===== src/rtl/wspr_symbol_scheduler_pkg.sv =====
// Shared types and constants for the WSPR symbol scheduler.
package wspr_pkg;

    localparam int NUM_SYMBOLS           = 162;
    localparam int SYMBOL_CYCLES_DEFAULT = 6826667;   // 8192/12000 s at 10 MHz

    typedef logic [1:0] wspr_sym_t;

    typedef enum logic [1:0] {
        IDLE  = 2'd0,
        ARM   = 2'd1,
        FETCH = 2'd2,
        HOLD  = 2'd3
    } sched_state_t;

endpackage


===== src/rtl/wspr_symbol_scheduler_if.sv =====
// Symbol buffer read bus plus the symbol stream handed to the tone generator.
interface wspr_symbol_scheduler_if #(parameter int ADDR_W = 8);
    import wspr_pkg::*;

    logic [ADDR_W-1:0] sym_addr;
    wspr_sym_t         sym_data;
    wspr_sym_t         current;
    logic              symbol_strobe;
    logic              tx_active;
    logic              done;

    modport master (
        output sym_addr, current, symbol_strobe, tx_active, done,
        input  sym_data
    );

    modport slave (
        input  sym_addr, current, symbol_strobe, tx_active, done,
        output sym_data
    );
endinterface


===== src/rtl/wspr_start_sync.sv =====
// Two-flop synchroniser for the asynchronous start pad, followed by a
// registered rising-edge detector so a held level fires only once.
module wspr_start_sync (
    input  logic clk,
    input  logic rst_n,
    input  logic start,
    output logic start_pulse
);
    logic sync1_reg, sync2_reg, sync3_reg, pulse_reg;

    // Synchronise, delay once more, and register the 0->1 transition
    always_ff @(posedge clk or negedge rst_n) begin
        if (!rst_n) begin
            sync1_reg <= 1'b0;
            sync2_reg <= 1'b0;
            sync3_reg <= 1'b0;
            pulse_reg <= 1'b0;
        end else begin
            sync1_reg <= start;
            sync2_reg <= sync1_reg;
            sync3_reg <= sync2_reg;
            pulse_reg <= sync2_reg & ~sync3_reg;
        end
    end

    assign start_pulse = pulse_reg;
endmodule


===== src/rtl/wspr_symbol_scheduler.sv =====
// Sequences one WSPR transmission: fetches 162 channel symbols from the
// encoder buffer and holds each on `current` for SYMBOL_CYCLES clocks.
// Optional feature macro WSPR_SLOT_SYNC_EN: after a start request, wait in
// ARM for slot_tick before fetching the first symbol.
module wspr_symbol_scheduler
    import wspr_pkg::*;
#(
    parameter int SYMBOL_CYCLES = SYMBOL_CYCLES_DEFAULT,
    parameter int ADDR_W        = 8,
    parameter int CNT_W         = 23
) (
    input  logic clk,
    input  logic rst_n,
    input  logic start,
    input  logic abort,
    input  logic encoding_valid,
    input  logic slot_tick,
    wspr_symbol_scheduler_if.master bus
);
    localparam logic [1:0] S_IDLE  = 2'(IDLE);
    localparam logic [1:0] S_ARM   = 2'(ARM);
    localparam logic [1:0] S_FETCH = 2'(FETCH);
    localparam logic [1:0] S_HOLD  = 2'(HOLD);

    localparam logic [CNT_W-1:0]  CNT_LOAD   = CNT_W'(SYMBOL_CYCLES - 1);
    localparam logic [ADDR_W-1:0] IDX_LAST   = ADDR_W'(NUM_SYMBOLS - 1);
    localparam logic [ADDR_W:0]   IDX_LAST_W = (ADDR_W+1)'(NUM_SYMBOLS - 1);

`ifdef WSPR_SLOT_SYNC_EN
    localparam logic [1:0] S_AFTER_START = S_ARM;
    logic slot_go;
    assign slot_go = slot_tick;
`else
    // slot_tick stays on the port list so both builds share one interface
    localparam logic [1:0] S_AFTER_START = S_FETCH;
    logic slot_go;
    logic slot_tick_unused;
    assign slot_go          = 1'b0;
    assign slot_tick_unused = slot_tick;
`endif

    logic              start_pulse;
    logic [1:0]        state_reg;
    logic [CNT_W-1:0]  cnt_reg;
    logic [ADDR_W-1:0] idx_reg;
    logic [ADDR_W-1:0] addr_reg;
    wspr_sym_t         current_reg;
    logic              strobe_reg;
    logic              active_reg;
    logic              done_reg;

    logic              stop_req;
    logic              last_sym;
    logic [ADDR_W:0]   ahead_wide;
    logic [ADDR_W-1:0] ahead_addr;

    wspr_start_sync u_start_sync (
        .clk         (clk),
        .rst_n       (rst_n),
        .start       (start),
        .start_pulse (start_pulse)
    );

    // An abort or a vanished message cancels anything past IDLE
    assign stop_req = abort | ~encoding_valid;
    assign last_sym = (idx_reg == IDX_LAST);

    // Prefetch address for the symbol after next, clamped to the final symbol
    assign ahead_wide = {1'b0, idx_reg} + (ADDR_W+1)'(2);
    assign ahead_addr = (ahead_wide > IDX_LAST_W) ? IDX_LAST : ahead_wide[ADDR_W-1:0];

    // Scheduler FSM with symbol timer, symbol index and buffer address
    always_ff @(posedge clk or negedge rst_n) begin
        if (!rst_n) begin
            state_reg   <= S_IDLE;
            cnt_reg     <= '0;
            idx_reg     <= '0;
            addr_reg    <= '0;
            current_reg <= '0;
            strobe_reg  <= 1'b0;
            active_reg  <= 1'b0;
            done_reg    <= 1'b0;
        end else begin
            strobe_reg <= 1'b0;
            done_reg   <= 1'b0;
            if (state_reg != S_IDLE && stop_req) begin
                state_reg   <= S_IDLE;
                cnt_reg     <= '0;
                idx_reg     <= '0;
                addr_reg    <= '0;
                current_reg <= '0;
                active_reg  <= 1'b0;
            end else begin
                case (state_reg)
                    S_IDLE: begin
                        cnt_reg <= '0;
                        idx_reg <= '0;
                        if (start_pulse && encoding_valid) begin
                            state_reg <= S_AFTER_START;
                            addr_reg  <= '0;
                        end
                    end
                    S_ARM: begin
                        if (slot_go) begin
                            state_reg <= S_FETCH;
                        end
                    end
                    S_FETCH: begin
                        state_reg   <= S_HOLD;
                        current_reg <= bus.sym_data;
                        strobe_reg  <= 1'b1;
                        active_reg  <= 1'b1;
                        idx_reg     <= '0;
                        cnt_reg     <= CNT_LOAD;
                        addr_reg    <= ADDR_W'(1);
                    end
                    S_HOLD: begin
                        if (cnt_reg != '0) begin
                            cnt_reg <= cnt_reg - 1'b1;
                        end else if (last_sym) begin
                            state_reg   <= S_IDLE;
                            current_reg <= '0;
                            active_reg  <= 1'b0;
                            done_reg    <= 1'b1;
                            addr_reg    <= '0;
                            idx_reg     <= '0;
                            cnt_reg     <= '0;
                        end else begin
                            current_reg <= bus.sym_data;
                            strobe_reg  <= 1'b1;
                            idx_reg     <= idx_reg + 1'b1;
                            cnt_reg     <= CNT_LOAD;
                            addr_reg    <= ahead_addr;
                        end
                    end
                    default: state_reg <= S_IDLE;
                endcase
            end
        end
    end

    assign bus.sym_addr      = addr_reg;
    assign bus.current       = current_reg;
    assign bus.symbol_strobe = strobe_reg;
    assign bus.tx_active     = active_reg;
    assign bus.done          = done_reg;
endmodule


===== src/flat_wrapper.sv =====
// flat-port wrapper written by rule: the top's interface ports become plain ports
module wspr_symbol_scheduler_flat import wspr_pkg::*;
#(
    parameter int SYMBOL_CYCLES = SYMBOL_CYCLES_DEFAULT,
    parameter int ADDR_W        = 8,
    parameter int CNT_W         = 23
)
  (clk, rst_n, start, abort, encoding_valid, slot_tick, bus_sym_addr, bus_current, bus_symbol_strobe, bus_tx_active, bus_done, bus_sym_data);
  wspr_symbol_scheduler_if #(.ADDR_W(ADDR_W)) bus_i ();
  input  logic clk;
  input  logic rst_n;
  input  logic start;
  input  logic abort;
  input  logic encoding_valid;
  input  logic slot_tick;
  output wire logic [$bits(bus_i.sym_addr)-1:0] bus_sym_addr;
  output wire logic [$bits(bus_i.current)-1:0] bus_current;
  output wire logic [$bits(bus_i.symbol_strobe)-1:0] bus_symbol_strobe;
  output wire logic [$bits(bus_i.tx_active)-1:0] bus_tx_active;
  output wire logic [$bits(bus_i.done)-1:0] bus_done;
  input wire logic [$bits(bus_i.sym_data)-1:0] bus_sym_data;
  assign bus_sym_addr = bus_i.sym_addr;
  assign bus_current = bus_i.current;
  assign bus_symbol_strobe = bus_i.symbol_strobe;
  assign bus_tx_active = bus_i.tx_active;
  assign bus_done = bus_i.done;
  assign bus_i.sym_data = bus_sym_data;
  wspr_symbol_scheduler #(.SYMBOL_CYCLES(SYMBOL_CYCLES), .ADDR_W(ADDR_W), .CNT_W(CNT_W)) u_core (.clk(clk), .rst_n(rst_n), .start(start), .abort(abort), .encoding_valid(encoding_valid), .slot_tick(slot_tick), .bus(bus_i));
endmodule

===== config.mk =====
export PLATFORM = sky130hd
export DESIGN_NAME = wspr_symbol_scheduler_flat
export DESIGN_NICKNAME = d
export VERILOG_FILES = /design/src/rtl/wspr_symbol_scheduler_pkg.sv /design/src/rtl/wspr_symbol_scheduler_if.sv /design/src/rtl/wspr_start_sync.sv /design/src/rtl/wspr_symbol_scheduler.sv /design/src/flat_wrapper.sv
export SDC_FILE = /design/constraint.sdc
export NUM_CORES = 1
export LEC_CHECK = 0
export BUFFER_PORTS_ARGS = -buffer_cell sky130_fd_sc_hd__buf_2
export CORE_MARGIN = 3
export CORE_UTILIZATION = 25
export DETAILED_ROUTE_END_ITERATION = 12
export GPL_TIMING_DRIVEN = 0
export SYNTH_ARGS = -nofsm -noshare
export SYNTH_HDL_FRONTEND = slang
export SYNTH_SLANG_ARGS = --single-unit

===== constraint.sdc =====
create_clock -name clk -period 2.86 [get_ports clk]
set_input_delay 0 -clock clk [delete_from_list [all_inputs] [get_ports clk]]
set_output_delay 0 -clock clk [all_outputs]
set_load 0.02 [all_outputs]

== Word-level counts from Yosys, hierarchy flattened ==
Cells that the tools add are included.
Word-level totals
  output and inout port bits: 13
  register bits: 50
Operators by class
  muxes and demuxes: 35
  equality and inequality tests: 8
  bitwise gates (word level): 4
  add/subtract/negate cells: 3
  order comparisons: 1
  reductions and logical operators: 14
Operators with widths (count)
  23-bit 2-to-1 mux: 3
  23-bit case mux with 3 select lines: 1
  8-bit 2-to-1 mux: 8
  8-bit case mux with 3 select lines: 1
  23-bit nonzero test: 1
  23-bit by 1-bit subtractor with 23-bit output, second input constant: 1
  8-bit case mux with 2 select lines: 1
  2-bit 2-to-1 mux: 7
  1-bit 2-to-1 mux: 10
  8-bit by 2-bit adder with 9-bit output, second input constant: 1
  9-bit by 8-bit greater-than comparator with 1-bit output, second input constant: 1
  8-bit by 1-bit adder with 8-bit output, second input constant: 1
  8-bit == test, second input constant: 1
  3-bit by 1-bit inequality test with 1-bit output, second input constant: 2
  2-bit case mux with 3 select lines: 1
  3-bit AND reduction: 2
  3-bit nonzero test: 2
  2-bit == test, second input constant: 2
  1-bit case mux with 2 select lines: 2
  2-bit case mux with 2 select lines: 1
  2-bit AND reduction: 2
  4-bit AND reduction: 1
  4-bit nonzero test: 1
  3-bit by 2-bit inequality test with 1-bit output, second input constant: 1
  9 further kinds: 11

== Depth between registers and ports, before layout ==
Gate-level depths: netlist (run 1).
  word-level depth: 7
  depth in mapped cells: 10
  mapped depth without buffers: 8

== Hierarchy ==
Synthesis (run 1) repeated with hierarchy kept, for this count alone.
Second synthesis, totals
  cells, all modules: 266
  area total of the unflattened synthesis: 2662.6 um^2
By module, submodules not included
  wspr_symbol_scheduler: seq. area each 1151.1 um^2, cells each 261, area each 2548.7 um^2, times used 1
  wspr_start_sync: seq. area each 100.1 um^2, cells each 5, area each 113.9 um^2, times used 1

== Worst setup path before layout (run 1) ==
Ideal clock, no wire load.
  kind: register -> register
  start: register u_core.cnt_reg[5]
  end: register u_core.cnt_reg[3]
  path slack: 337 ps
  arrival: 2399 ps
  cell stages (with the launch flop): 8
  setup time: 124 ps
  clock period less this slack: 2523 ps
  data required time: 2736 ps
  cell sequence: dfrtp_1 -> or4_4 -> or3_4 -> nor4_4 -> buf_6 -> a21o_1 -> o21ai_0 -> a211o_1
Between the ends
  cells in the longest elaborated chain, start to end: 4
Ends and longest elaborated chain
  start, declared: RTL line wspr_symbol_scheduler.sv:44  | logic [CNT_W-1:0] cnt_reg;
  start signal, assigned: RTL line wspr_symbol_scheduler.sv:119  | cnt_reg <= cnt_reg - 1'b1;
  23-bit nonzero test: RTL line wspr_symbol_scheduler.sv:118  | if (cnt_reg != '0) begin
  23-bit 2-to-1 mux: RTL line wspr_symbol_scheduler.sv:118
  23-bit case mux with 3 select lines: RTL line wspr_symbol_scheduler.sv:94  | case (state_reg)
  23-bit 2-to-1 mux: RTL line wspr_symbol_scheduler.sv:86  | if (state_reg != S_IDLE && stop_req) begin
No other way between the ends.
A chain may end at the register's enable or synchronous reset.

== Worst setup path in the final report (run 1) ==
  start: register u_core.cnt_reg[5]
  end: register u_core.addr_reg[0] (netlist: u_core.bus.sym_addr[0])
Between the ends
  cells in the longest elaborated chain, start to end: 3
Ends and longest elaborated chain
  23-bit nonzero test: RTL line wspr_symbol_scheduler.sv:118
  3-bit by 2-bit inequality test with 1-bit output (no source line)
  3-bit AND reduction (no source line)
  end signal, assigned: RTL line wspr_symbol_scheduler.sv:133  | addr_reg <= ahead_addr;
  end, declared: RTL line wspr_symbol_scheduler.sv:46  | logic [ADDR_W-1:0] addr_reg;
No other way between the ends.

==> results of run 1 <==
through the flow:
stage | area, sq um | util [%]
4_1_cts | 3120 | 30.0
6_report | 3140 | 30.1
2_1_floorplan | 2710 | -
3_3_place_gp | 2980 | 28.6
3_5_place_dp | 2980 | 28.6
5_1_grt | 3140 | 30.1
worst register-to-register path, cell delays in order, from the launching register on:
cell and delay [ns]:
dfrtp_1 0.45, or4_4 0.57, or3_4 0.42, nor4_4 0.17
buf_4 0.17, buf_6 0.15, buf_2 0.24, a21oi_1 0.10
o21ai_1 0.22, a21oi_1 0.10
what timing repair did:
item                                    CTS  global route
pin swaps                                 1             0
hold endpoints to repair                 53             0
endpoints found under the setup margin   14            10
resized for setup                         0             2
buffers inserted                          2             1
gates cloned                              0             0
hold buffers                              4             0
power groups by stage:
stage          Clock [W]  Combinational [W]  Sequential, W
4_1_cts         0.000451           0.000321       0.000749
5_1_grt         0.000481           0.000361       0.000753
2_1_floorplan          0           0.000202       0.000774
3_5_place_dp           0           0.000304       0.000763
3_3_place_gp           0           0.000299       0.000761
6_report        0.000429           0.000327       0.000749
worst paths after layout:
check                                                end                     startpoint  slack, ns
setup / recovery                  u_core.bus.sym_addr[0]              u_core.cnt_reg[5]       0.15
hold / removal                       u_core.state_reg[1]                 encoding_valid       0.02
setup reg to reg                  u_core.bus.sym_addr[0]              u_core.cnt_reg[5]       0.15
hold reg to reg            u_core.u_start_sync.sync2_reg  u_core.u_start_sync.sync1_reg       0.36
max in group asynchronous             u_core.cnt_reg[17]                          rst_n       1.72
min in group asynchronous              u_core.idx_reg[0]                          rst_n       0.45
metal layers:
| metal | global-route usage (%) | routed length (microns) |
|---|---|---|
| met5 | 0 | 0 |
| met4 | 2.64 | 57 |
| met3 | 1.92 | 326 |
| met2 | 19.0 | 3060 |
| met1 | 15.9 | 2990 |
cell usage after synthesis, drive strengths merged, types with 5 or more instances:
cell / instances
xnor2: 7
nor3: 12
xor2: 6
clkbuf: 9
nand2b: 5
nor4: 5
nor2b: 5
inv: 8
a21oi: 25
or3: 9
nor2: 30
ha: 5
dfrtp: 50
nand2: 26
o21ai: 26
nand3: 16
logic make-up after synthesis:
family | Yosys count | synth area share, %
and+or+nand+nor | 124 | 24.6
AOI/OAI and AO/OA | 80 | 18.0
DFF | 50 | 46.1
buffers and inverters | 21 | 3.32
xor gates and xnor gates | 13 | 4.20
adders and majority gates | 5 | 2.31
muxes | 4 | 1.48
area by class of cell:
type	count	area, sq um	share of cell area, %
multi-input cells	226	1380	43.9
repair buffers	26	158	5.03
clock buffers	7	86.3	2.75
flip-flops and latches	50	1250	39.9
clock inverters	1	5.00	0.160
plain buffers	13	60.1	1.91
well taps	136	170	5.42
inverters	8	30.0	0.957
==> results.yml, run 1 <==
run_status:
  status: "finished, final reports clean"
job:
  maxCapViolCount: 0
clocking:
  cts_tree: "done"
  insertion_delay_ns: 0.30
  cts_inserted_buffers: 5
  clockRootBuffer: "clkbuf_8"
  htree_levels: 2
  cts.reportedPaths.clkPinSlew_ns: 0.09
  clock-sinks: 50
  clockBufferDepth: 2
logic_synthesis:
  synth_edf_count: 0
  syn-instance-count: 297
  yosysWarnings: 0
  synth.top_cell.area_share_pct: 46.1
  synth-seq-cells: 50
  synth_top_area_cell: "dfrtp_1"
  ys_types: 50
  ys.flop_type: "dfrtp_1"
  syn_area_per_cell_sq_um: 9.13
  synth.area.top_cells: "dfrtp_1 46%, a21oi_1 4.6%, o21ai_0 4.6%, nor2_1 4.2%, nand2_1 3.6%"
  yosysSeqAreaShare_pct: 46.1
  async_flop_share_pct: 100
  synth_nets: 310
  synth_area_sq_um: 2710
power_and_ir_drop:
  switching_power_w: 0.000448
  leakage_nw: 1.46
  seqPwrFrac_pct: 49.8
  power_w: 0.00151
  peakVddDrop_mv: 0.205
  power.share.clock_pct: 28.5
  comb_power_share_pct: 21.7
  power_density_nw_per_um2: 480
  internal_power_w: 0.00106
  sw_frac_of_total_pct: 29.7
critical_path:
  crit_chain: "or4_4 -> or3_4 -> nor4_4 -> buf_4 -> buf_6 -> buf_2 -> a21oi_1 -> o21ai_1 -> a21oi_1"
  cp_common_cell: "a21oi_1"
  arrival_ns: 2.89
  crit_buf_inv: 3
  crit_type: "flip-flop to flip-flop"
  cp_top_family: "simple AND/OR/NAND/NOR gates"
  cp.required_ns: 3.04
  crit_slowest_cell: "or4_4"
  critPathLaunchType: "flip-flop"
  endpoint_kind: "flip-flop"
  cp.depth: 9
  ff2ff_path_depth: 9
  cp_slowest_stage_delay_ns: 0.57
  path_max_fanout: 10
placed_design:
  place_hpwl_microns: 4590
  pre_cts_slack_ns: -0.145
  gp_congestion: 0.853
  place_inst: 452
  port-buffer-count: 19
routing:
  firstDrtPassIters: 4
  routedWlPerCell_microns: 13.8
  via_count: 2351
  routed_wl_microns: 6430
  routed_via_density: 5.03
  initialDrtViolationCount: 186
  ant_nets: 0
  route.detailed.drc: 0
min_path:
  worstHoldPathType: "input port to flip-flop"
  min_path_cells: 3
timing:
  layout_min_cycle_time_ns: 2.71
  whs_ns: 0.0173
  maxSlewHeadroom_pct: 24.4
  final_hold_viol_count: 0
  rsz0062_at_grt: "false"
  drv_slew: 0
  fin_setup_tns_ns: 0
  setup_violations: 0
  finalCritPeriodShare_pct: 94.8
  max_freq_ghz: 0.369
  setup_ws_ns: 0.149
  worst_slew_pin_slew_ns: 1.13
  fin_skew_ns: 0.0110
global_routing:
  grt_pass1_wl_microns: 11300
  grt_pass1_vias: 2292
  grt_usage_pct: 11.5
  antenna_found_initial: 0
  grt_max_degree: 51
  grt-ovfl-total: 0
finish:
  finish.cell_count_without_fillers: 467
  diodes: 0
  largest_reg_flops: 23
  area_growth_pct: 15.7
  drive_gt1_share_pct: 14.5
  nFillCells: 1108
  fin_nets: 343
  mostFrequentLayoutCell: "dfrtp_1"
  final_cell_mix: "50 x dfrtp_1, 30 x nor2_1, 26 x nand2_1"
floorplanning:
  std_cell_rows: 37
  fp.dieW_microns: 110
  die_y_microns: 110
  io_pins: 21
  core-area_sq_um: 10400
  die_area_sq_um: 12100
  start_util_pct: 26.0
No activity file was read; power rests on OpenSTA's default activity.
==> inputs of run 2 (changes only) <==
--- a/config.mk
+++ b/config.mk
@@ -10,6 +10,7 @@
 export CORE_UTILIZATION = 25
 export DETAILED_ROUTE_END_ITERATION = 12
 export GPL_TIMING_DRIVEN = 0
+export PLACE_DENSITY = 0.5
 export SYNTH_ARGS = -nofsm -noshare
 export SYNTH_HDL_FRONTEND = slang
 export SYNTH_SLANG_ARGS = --single-unit
==> results.yml, run 2 (same netlist as run 1, synthesis figures left out) <==
run_status:
  status: "finished, final reports clean"
placed_design:
  port-buffer-count: 19
  place_hpwl_microns: 4810
  placed_area_sq_um: 2980
  gp_congestion: 0.871
routing:
  routed_via_density: 4.86
  via_count: 2260
  routedWlPerCell_microns: 14.2
  initialDrtViolationCount: 132
  routed_wl_microns: 6580
  ant_nets: 0
  firstDrtPassIters: 4
  route.detailed.drc: 0
critical_path:
  cp_common_cell: "or3_4"
  arrival_ns: 2.91
  crit_type: "flip-flop to flip-flop"
  cp.required_ns: 3.08
  crit_chain: "or4_4 -> or3_4 -> nor4_4 -> buf_4 -> nand3_2 -> or3_4 -> o31ai_2"
  crit_slowest_cell: "or4_4"
  cp_slowest_stage_delay_ns: 0.56
  path_max_fanout: 6
  endpoint_kind: "flip-flop"
  critPathLaunchType: "flip-flop"
power_and_ir_drop:
  internal_power_w: 0.00103
  peakVddDrop_mv: 0.177
  power_w: 0.00147
  switching_power_w: 0.000440
  sw_frac_of_total_pct: 30.0
  comb_power_share_pct: 21.6
  leakage_nw: 1.45
  seqPwrFrac_pct: 51.1
  power.share.clock_pct: 27.4
  power_density_nw_per_um2: 471
timing:
  layout_min_cycle_time_ns: 2.70
  setup_violations: 0
  fin_skew_ns: 0.0106
  drv_slew: 0
  max_freq_ghz: 0.371
  finalCritPeriodShare_pct: 94.3
  final_hold_viol_count: 0
  rsz0062_at_grt: "false"
  worst_slew_pin_slew_ns: 1.15
  maxSlewHeadroom_pct: 23.7
finish:
  drive_gt1_share_pct: 13.7
  postLayoutCellArea_sq_um: 3110
  fin_nets: 342
  nFillCells: 1107
  largest_reg_flops: 23
  mostFrequentLayoutCell: "dfrtp_1"
  final_cell_mix: "50 x dfrtp_1, 30 x nor2_1, 26 x nand2_1"
  area_growth_pct: 14.9
  diodes: 0
global_routing:
  grt_pass1_wl_microns: 11200
  grt_max_degree: 51
  grt_usage_pct: 11.9
  grt-ovfl-total: 0
  grt_pass1_vias: 2224
  antenna_found_initial: 0
clocking:
  clock-sinks: 50
  cts.reportedPaths.clkPinSlew_ns: 0.09
  htree_levels: 2
  cts_tree: "done"
  insertion_delay_ns: 0.30
  clockRootBuffer: "clkbuf_8"
  clockBufferDepth: 2
  cts_inserted_buffers: 5
floorplanning:
  io_pins: 21
  die_area_sq_um: 12100
  start_util_pct: 26.0
  core-area_sq_um: 10400
  die_y_microns: 110
  std_cell_rows: 37
  fp.dieW_microns: 110
min_path:
  worstHoldPathType: "input port to flip-flop"
job:
  maxCapViolCount: 0
[run 2: changes by cell type in the layout (fill, tap and decap cells not counted)]
cell      previous run  this run
buf_4                3         2
o21ai_0             24        25
clkbuf_1            10        11
clkinv_2             1         0
o21ai_1              2         1
clkbuf_8             6         5
[run 2: worst paths after layout]
check,startpoint,endpoint,slack [ns],cells after the start
max in group asynchronous,rst_n,u_core.cnt_reg[3],1.69,2
max reg2reg,u_core.cnt_reg[5],u_core.bus.sym_addr[1],0.16,7
max,u_core.cnt_reg[5],u_core.bus.sym_addr[1],0.16,7
min reg2reg,u_core.u_start_sync.sync1_reg,u_core.u_start_sync.sync2_reg,0.36,0
min,encoding_valid,u_core.state_reg[1],0.03,3
min in group asynchronous,rst_n,u_core.bus.sym_addr[0],0.47,2
[run 2: power groups by stage]
stage	logic (W)	clock network, W	registers [W]
after floorplan	0.000202	0	0.000774
after global placement	0.000301	0	0.000762
after detailed placement	0.000302	0	0.000763
after CTS	0.000321	0.000423	0.000749
after global routing	0.000355	0.000456	0.000752
final	0.000316	0.000401	0.000749
[run 2: layout make-up]
type | instances | area, sq um | share of cell area (%)
Sequential cell | 50 | 1250 | 40.2
Timing Repair Buffer | 25 | 150 | 4.82
Inverter | 8 | 30.0 | 0.964
Clock buffer | 7 | 76.3 | 2.45
Tap cell | 136 | 170 | 5.46
Multi-Input combinational cell | 226 | 1380 | 44.2
Buffer | 13 | 60.1 | 1.93
[run 2: timing repair]
| action | 4_1_cts | 5_1_grt |
|---|---|---|
| endpoints found under the setup margin | 13 | 16 |
| pin swaps | 1 | 0 |
| endpoints found under the hold margin | 53 | 0 |
| buffers inserted | 2 | 0 |
| hold buffers | 4 | 0 |
| resized for setup | 0 | 1 |
[run 2: critical path, delay by kind of cell, from the launching register on]
family | cells | cell delay, ns
flip-flops | 1 | 0.45
AND/OR/NAND/NOR | 5 | 1.79
AO/OA/AOI/OAI | 1 | 0.17
buffers and inverters | 1 | 0.20
[run 2: stage by stage]
step                      hold slack [ns]  worst slack, ns  util (%)  std cells  setup TNS [ns]
final                              0.0275            0.163      29.9        465               0
after global routing               0.0325           0.0194      29.9        465               0
after CTS                          0.0103            0.112      29.8        465               0
after detailed placement            0.110          -0.0680      28.6        452          -0.527
after global placement              0.109          -0.0879      28.6        452          -0.771
after floorplan                    -0.296            0.337         -        297               0
[run 2: per-layer routing]
layer  up-vias  GRT usage [%]  share of wire, %
met5         -              0                 0
met4         0           4.40               1.6
met3         8           2.56               3.6
met2        32           18.7                46
met1      1091           16.0                48
li1       1129              -                 -
==> inputs of run 3 (changes only) <==
--- a/config.mk
+++ b/config.mk
@@ -6,11 +6,13 @@
 export NUM_CORES = 1
 export LEC_CHECK = 0
 export BUFFER_PORTS_ARGS = -buffer_cell sky130_fd_sc_hd__buf_2
+export CELL_PAD_IN_SITES_DETAIL_PLACEMENT = 1
+export CELL_PAD_IN_SITES_GLOBAL_PLACEMENT = 2
 export CORE_MARGIN = 3
 export CORE_UTILIZATION = 25
 export DETAILED_ROUTE_END_ITERATION = 12
 export GPL_TIMING_DRIVEN = 0
-export PLACE_DENSITY = 0.5
+export PLACE_DENSITY = 0.67
 export SYNTH_ARGS = -nofsm -noshare
 export SYNTH_HDL_FRONTEND = slang
 export SYNTH_SLANG_ARGS = --single-unit
==> results.yml, run 3 (same netlist as run 1, synthesis figures left out) <==
run_status:
  status: "finished, final reports clean"
critical_path:
  ff2ff_path_depth: 7
  timing.rr.start: "u_core.cnt_reg[5]"
  endpoint_kind: "flip-flop"
  crit_chain: "or4_4 -> or3_4 -> nor4_4 -> buf_4 -> nand3_2 -> or3_4 -> o31ai_2"
  crit_slowest_cell: "or4_4"
  cp.required_ns: 3.09
  critPathLaunch: "u_core.cnt_reg[5]"
  cp_common_cell: "or3_4"
  cp_slowest_stage_delay_ns: 0.55
  arrival_ns: 2.94
  cp.depth: 7
  path_max_fanout: 6
  cp_top_family: "simple AND/OR/NAND/NOR gates"
  crit_buf_inv: 1
  crit_type: "flip-flop to flip-flop"
  critPathLaunchType: "flip-flop"
placed_design:
  port-buffer-count: 19
  gp_congestion: 0.786
  place_hpwl_microns: 5410
  place_inst: 452
timing:
  drv_slew: 0
  final_hold_viol_count: 0
  max_freq_ghz: 0.369
  fin_skew_ns: 0.00411
  finalCritPeriodShare_pct: 94.8
  fin_setup_tns_ns: 0
  rsz0062_at_grt: "false"
  worst_slew_pin_slew_ns: 1.17
  setup_violations: 0
  whs_ns: 0.246
  maxSlewHeadroom_pct: 21.9
  layout_min_cycle_time_ns: 2.71
finish:
  final_cell_mix: "49 x dfrtp_1, 30 x nor2_1, 26 x nand2_1"
  finish.cell_count_without_fillers: 467
  diodes: 0
  drive_gt1_share_pct: 14.5
  mostFrequentLayoutCell: "dfrtp_1"
  largest_reg_flops: 23
  area_growth_pct: 15.8
  fin_nets: 344
routing:
  ant_nets: 0
  routed_wl_microns: 7580
  route.detailed.drc: 0
  firstDrtPassIters: 4
  initialDrtViolationCount: 57
  via_count: 2330
  routed_via_density: 4.99
  routedWlPerCell_microns: 16.2
floorplanning:
  die_area_sq_um: 12100
  fp.dieW_microns: 110
  core-area_sq_um: 10400
  start_util_pct: 26.0
  io_pins: 21
  die_y_microns: 110
  std_cell_rows: 37
min_path:
  min_path_cells: 5
  hold_start: "abort"
  worstHoldPathType: "input port to flip-flop"
power_and_ir_drop:
  leakage_nw: 1.46
  internal_power_w: 0.00103
  comb_power_share_pct: 22.3
  power.share.clock_pct: 27.2
  switching_power_w: 0.000455
  sw_frac_of_total_pct: 30.7
  power_density_nw_per_um2: 472
  peakVddDrop_mv: 0.179
  seqPwrFrac_pct: 50.5
clocking:
  insertion_delay_ns: 0.31
  clockRootBuffer: "clkbuf_8"
  clock-sinks: 50
  cts_inserted_buffers: 5
  cts.reportedPaths.clkPinSlew_ns: 0.09
  cts_tree: "done"
  clockBufferDepth: 2
  htree_levels: 2
global_routing:
  grt_pass1_wl_microns: 13000
  grt_pass1_vias: 2468
  antenna_found_initial: 0
  grt-ovfl-total: 0
  grt_max_degree: 51
  grt_usage_pct: 13.8
job:
  maxCapViolCount: 0
==> run 3: layer usage <==
| layer | GRT usage (%) | part of all wire (%) | vias up |
|---|---|---|---|
| li1 | - | - | 1138 |
| met1 | 19.8 | 51 | 1158 |
| met2 | 21.4 | 45 | 27 |
| met3 | 2.33 | 3.1 | 7 |
| met4 | 3.96 | 1.4 | 0 |
| met5 | 0 | 0 | - |
==> run 3: area by class of cell <==
| cell class | instances | area, sq um |
|---|---|---|
| timing repair buffer | 27 | 168 |
| clock buffer | 7 | 76.3 |
| inverter | 8 | 30.0 |
| tap | 136 | 170 |
| multi-input combinational | 226 | 1380 |
| fill | 1223 | 7280 |
| buffer | 13 | 60.1 |
| sequential | 50 | 1250 |
==> run 3: stage by stage <==
| step | worst slack, ns | power, W | cell area, sq um | util, % |
|---|---|---|---|---|
| 4_1_cts | 0.00260 | 0.00151 | 3120 | 29.9 |
| 6_report | 0.148 | 0.00148 | 3140 | 30.1 |
| 2_1_floorplan | 0.337 | 0.000976 | 2710 | - |
| 5_1_grt | 0.00305 | 0.00158 | 3140 | 30.1 |
| 3_3_place_gp | -0.0939 | 0.00107 | 2980 | 28.6 |
| 3_5_place_dp | -0.139 | 0.00108 | 2980 | 28.6 |
==> run 3: tightest hold or removal path, cell delays in order <==
cell,delay (ns)
buf_2,0.09
nor2b_1,0.04
clkbuf_1,0.18
nand4_1,0.15
nor2_1,0.06
==> run 3: repair_timing <==
action	4_1_cts	5_1_grt
pin swaps	1	0
hold buffers	5	0
buffers inserted	2	1
gates resized for setup	0	5
setup endpoints to repair	18	16
hold endpoints to repair	54	0
==> run 3: power groups by stage <==
stage / registers, W / clock network [W] / logic, W
2_1_floorplan: 0.000774 / 0 / 0.000202
3_3_place_gp: 0.000762 / 0 / 0.000311
3_5_place_dp: 0.000763 / 0 / 0.000315
4_1_cts: 0.000750 / 0.000429 / 0.000335
5_1_grt: 0.000754 / 0.000456 / 0.000372
6_report: 0.000749 / 0.000403 / 0.000331
==> run 3: worst paths after layout <==
| check | slack, ns | endpoint |
|---|---|---|
| setup reg to reg | 0.15 | u_core.bus.sym_addr[1] |
| hold reg to reg | 0.36 | u_core.u_start_sync.sync2_reg |
| min in group asynchronous | 0.46 | u_core.cnt_reg[6] |
| setup / recovery | 0.15 | u_core.bus.sym_addr[1] |
| max in group asynchronous | 1.60 | u_core.cnt_reg[5] |
| hold / removal | 0.25 | u_core.bus.done |
